[config.mk]
export PLATFORM = sky130hd
export DESIGN_NAME = fpu_wb_count_monitor
export DESIGN_NICKNAME = d
export VERILOG_FILES = /design/src/rtl/fpu_wb_count_monitor.sv
export SDC_FILE = /design/constraint.sdc
export NUM_CORES = 1
export LEC_CHECK = 0
export CAP_MARGIN = 20
export CORE_MARGIN = 1
export CORE_UTILIZATION = 50
export DETAILED_ROUTE_END_ITERATION = 16
export PLACE_DENSITY = 0.81
export SETUP_SLACK_MARGIN = 0.1
export SYNTH_ARGS = -nofsm -noshare
export SYNTH_HDL_FRONTEND = slang
export SYNTH_SLANG_ARGS = --single-unit
[constraint.sdc]
create_clock -name clock -period 6.75 [get_ports clock]
set_input_delay 1.0125 -clock clock [delete_from_list [all_inputs] [get_ports clock]]
set_output_delay 1.0125 -clock clock [all_outputs]
set_load 0.005 [all_outputs]
[src/rtl/fpu_wb_count_monitor.sv]
// Writeback-consistency monitor: compares the number of units reporting writeback-valid
// (optionally delayed) against the number of register-file write enables each cycle.
module fpu_wb_count_monitor #(
    parameter int N_UNITS      = 4,
    parameter int N_PORTS      = 1,
    parameter int WEN_LAG      = 0,
    parameter int MODE         = 0,
    parameter int CNT_W        = 8,
    parameter int CYC_W        = 32,
    parameter int FATAL_ON_ERR = 1
) (
    input  logic               clock,
    input  logic               reset_n,
    input  logic [N_UNITS-1:0] unit_valid,
    input  logic [N_PORTS-1:0] wb_wen,
    input  logic               check_bypass,
    input  logic               clear_err,
    output logic               err_pulse,
    output logic               err_sticky,
    output logic [CNT_W-1:0]   err_count,
    output logic [N_UNITS-1:0] first_err_vec,
    output logic [N_PORTS-1:0] first_err_wen,
    output logic [CYC_W-1:0]   first_err_cycle
);

    localparam int VC_W  = $clog2(N_UNITS + 1);
    localparam int WC_W  = $clog2(N_PORTS + 1);
    localparam int CMP_W = (VC_W > WC_W) ? VC_W : WC_W;

    logic [N_UNITS-1:0] dly_valid;

    generate
        if (WEN_LAG == 0) begin : g_no_lag
            assign dly_valid = unit_valid;
        end else begin : g_lag
            logic [N_UNITS-1:0] lag_q [WEN_LAG];
            logic [N_UNITS-1:0] lag_d [WEN_LAG];

            always_comb begin
                lag_d[0] = unit_valid;
                for (int i = 1; i < WEN_LAG; i++) begin
                    lag_d[i] = lag_q[i-1];
                end
            end

            // Reset empties the pipeline so in-flight valids from before reset are discarded.
            always_ff @(posedge clock) begin
                if (!reset_n) begin
                    for (int i = 0; i < WEN_LAG; i++) begin
                        lag_q[i] <= '0;
                    end
                end else begin
                    for (int i = 0; i < WEN_LAG; i++) begin
                        lag_q[i] <= lag_d[i];
                    end
                end
            end

            assign dly_valid = lag_q[WEN_LAG-1];
        end
    endgenerate

    logic [CMP_W-1:0] vcnt;
    logic [CMP_W-1:0] wcnt;
    logic             mismatch;

    always_comb begin
        vcnt = '0;
        for (int i = 0; i < N_UNITS; i++) begin
            vcnt = vcnt + CMP_W'(dly_valid[i]);
        end
        wcnt = '0;
        for (int i = 0; i < N_PORTS; i++) begin
            wcnt = wcnt + CMP_W'(wb_wen[i]);
        end
        if (check_bypass) begin
            mismatch = 1'b0;
        end else if (MODE == 0) begin
            mismatch = (vcnt != wcnt);
        end else begin
            mismatch = (vcnt > wcnt);
        end
    end

    logic               pulse_q,  pulse_d;
    logic               sticky_q, sticky_d;
    logic [CNT_W-1:0]   count_q,  count_d;
    logic [N_UNITS-1:0] vec_q,    vec_d;
    logic [N_PORTS-1:0] wen_q,    wen_d;
    logic [CYC_W-1:0]   fcyc_q,   fcyc_d;
    logic [CYC_W-1:0]   cyc_q,    cyc_d;

    // A mismatch always takes priority over a same-cycle clear and restarts the capture.
    always_comb begin
        cyc_d    = cyc_q + CYC_W'(1);
        pulse_d  = mismatch;
        sticky_d = sticky_q;
        count_d  = count_q;
        vec_d    = vec_q;
        wen_d    = wen_q;
        fcyc_d   = fcyc_q;
        if (mismatch) begin
            sticky_d = 1'b1;
            if (clear_err) begin
                count_d = CNT_W'(1);
            end else if (count_q != {CNT_W{1'b1}}) begin
                count_d = count_q + CNT_W'(1);
            end
            if (!sticky_q || clear_err) begin
                vec_d  = dly_valid;
                wen_d  = wb_wen;
                fcyc_d = cyc_q;
            end
        end else if (clear_err) begin
            sticky_d = 1'b0;
            count_d  = '0;
            vec_d    = '0;
            wen_d    = '0;
            fcyc_d   = '0;
        end
    end

    always_ff @(posedge clock) begin
        if (!reset_n) begin
            cyc_q    <= '0;
            pulse_q  <= 1'b0;
            sticky_q <= 1'b0;
            count_q  <= '0;
            vec_q    <= '0;
            wen_q    <= '0;
            fcyc_q   <= '0;
        end else begin
            cyc_q    <= cyc_d;
            pulse_q  <= pulse_d;
            sticky_q <= sticky_d;
            count_q  <= count_d;
            vec_q    <= vec_d;
            wen_q    <= wen_d;
            fcyc_q   <= fcyc_d;
        end
    end

    assign err_pulse       = pulse_q;
    assign err_sticky      = sticky_q;
    assign err_count       = count_q;
    assign first_err_vec   = vec_q;
    assign first_err_wen   = wen_q;
    assign first_err_cycle = fcyc_q;

`ifndef SYNTHESIS
    always @(posedge clock) begin
        if (FATAL_ON_ERR != 0 && reset_n && pulse_q) begin
            $display("fpu_wb_count_monitor: writeback count mismatch, cycle %0d", fcyc_q);
            $fatal(1, "fpu_wb_count_monitor: writeback count mismatch");
        end
    end
`endif

endmodule
==> metrics <==
status complete, no violations; Synth Register Bits 79; WL final 6890 um; Sequential Area ~0.0016 mm^2; postcts setup bufs 0; worst-case clock buffer depth 2; clock-pin slew on the worst setup and hold paths 0.08 ns; cell chain of the critical path clkdlybuf4s50_1, inv_1, fa_1, inv_1, ha_1, ha_1, nor2_1, a21o_1, o21a_1, buf_4, a22o_1; slew margin rel. 45.3%; PortBufs 55; Slew @ Worst Pin 0.818 ns; wire per inst ~15 um; PostCTS Resize Cnt 0; Util after Layout 66.3%; Worst setup SP type input port; share of the synthesized area in the top cell type 49.5%; Hold Worst Slack 0.467 ns; drt first pass iters 4; Min-Delay Startpoint cyc_q[0]; max-cap violations 0; core area 0.00603 mm^2; hold path depth 1; Post-Synth XOR/XNOR Area 3.02%; antenna violations before repair 0; worst min path class reg2reg; ys flop type dfxtp_1; hold_buf cts 0; Mapped Cells about 320; Final Hold Vio Count 0; CP peak stage delay slightly above 0.6 ns; pwr dens 233 mW/mm^2; first-pass GRT wire length between 10000 and 15000 um; most frequent cells in the layout dfxtp_1 (79), clkdlybuf4s50_1 (55), a22o_1 (37), a21oi_1 (17), nand2_1 (16); CP max FO 20; most common cell after layout, fill and taps aside dfxtp_1; Fill cells around 470; die height 81.9 um; Max IR drop VDD 0.158 mV; total gr overflow 0; max frequency 263 MHz; max-slew violation count 0; CTS buffer count 9; FF-to-FF path depth 4; fin nets around 390; top cells by area, synth dfxtp_1 (50%), a22o_1 (10%), a21oi_1 (2.7%); area grow syn2layout 25.1%; iteration-0 DRC count of the detailed router 205; Slowest-stage cell, CP o21a_1; reg2reg end cyc_q[27]; EDFF count, synth 0; static leakage 0.00143 uW; Most Crowded Layer GR met2; row count 28; initial core utilization 53.0%; Clock Latency Late Sink 0.35 ns; met3 Usage GRT 5.22%; share of flip-flops with an asynchronous set or reset 0%; minimum clock period 3.81 ns; largest family of logic cells by synthesized area compound AO/OA/AOI/OAI gates; post-synthesis adder-cell area fraction 2.19%; RSZ-0062 raised after global routing false; CP bufs+invs 4; R2R setup slack 4.49 ns; met1 Use GR 29.2%; Yosys top cell by area dfxtp_1; critical path's top delay family compound AO/OA/AOI/OAI gates; CP Data Arrival Time 4.10 ns; Syn Std Cell Area 0.00319 mm^2; mux contribution to synthesized area between 1 and 1.5%; Yosys warning total 0; Synth Area in Compound Gates 21.3%; Worst Setup End Kind register; Final GP Congestion about 0.86; post-synth cell types 41; multi-input logic area 0.00148 mm^2; H-tree depth 3; antenna cells 0; routed vias/inst 5.93; largest net degree at the start of global routing 38; vias 2674; Global Route Usage Sum 21.9%; Syn Nets 337; IO Pins 56; Synth Area in Simple Gates 18.6%; share of cells above drive strength 1 5.59%; Hold Path End cyc_q[0]; number of cells on the critical path 11; Final Cycle Share 56.4%; vias in the first global route between 2000 and 2500; clk_skew 0.0115 ns; clk sinks 79; Post-DP HPWL ~4400 um; worst r2r src cyc_q[2]; setup TNS 0 ns; post-route ant nets 0; Remaining DRCs 0; Root Buffer clkbuf_8; Final setup viols 0; met2 Use GR 33.8%; CTS tree yes; Chip Width 81.9 um; critical path required time 7.05 ns; full die area 0.00671 mm^2; sequential share of the synthesized area between 40% and 50%; Mean Syn Cell Area a little under 10 um^2; crit path kind in2reg
[where the power goes]
part           switching [uW]  total (uW)  internal [uW]
combinational            33.5        58.7           25.2
sequential               5.81         478            472
clock                     175         395            220
total                     215         932            718
[area by class of cell]
type	count	area share, %
well taps	75	2.35
flip-flops and latches	79	39.6
repair buffers	57	14.2
clock buffers	10	3.44
inverters	12	1.13
multi-input cells	212	37.0
clock inverters	6	2.32
[synth_stat cells (all sizes together) (8+ instances only)]
cell and instances:
dfxtp 79, inv 12, nand3 10, clkbuf 12, nor2 15, xnor2 8, a21oi 17, nand2 16
or3 9, nand2b 11, or4 8, buf 8, nand4 9, a22o 37
[per-stage QoR]
| step | std cells | power [uW] | area (um^2) | setup WS, ns |
|---|---|---|---|---|
| global route | 451 | 970 | 4000 | 2.74 |
| CTS | 451 | 937 | 4000 | 2.93 |
| global placement | 435 | 546 | 3770 | 2.65 |
| detailed placement | 435 | 547 | 3770 | 2.59 |
| finish | 451 | 932 | 4000 | 2.94 |
| floorplan | 323 | 522 | 3190 | 3.39 |
[worst max path at each step]
stage,end,start,slack [ns]
finish,first_err_cycle[23],unit_valid[0],2.94
global route,first_err_cycle[23],unit_valid[0],2.74
CTS,first_err_cycle[24],unit_valid[0],2.93
detailed placement,first_err_cycle[23],unit_valid[0],2.59
global placement,first_err_vec[2],unit_valid[0],2.65
floorplan,first_err_cycle[0],unit_valid[0],3.39
[logic make-up after synthesis]
group           Yosys count
simple gates            102
compound gates           90
flops                    79
buf+inv                  32
xor+xnor                 11
fa+ha+maj                 5
mux                       4
[flip-flops by register name, indices dropped and copies added, names as in the netlist]
register and cells:
first_err_wen 1, cyc_q 32, err_sticky 1, first_err_vec 4, err_count 8, err_pulse 1, first_err_cycle 32
[routing by layer]
metal,vias to the layer above,wire length (um)
met4,0,81
met2,70,3090
met3,8,422
li1,1317,-
met5,-,0
met1,1279,3300
No activity file was read; power rests on OpenSTA's default activity.
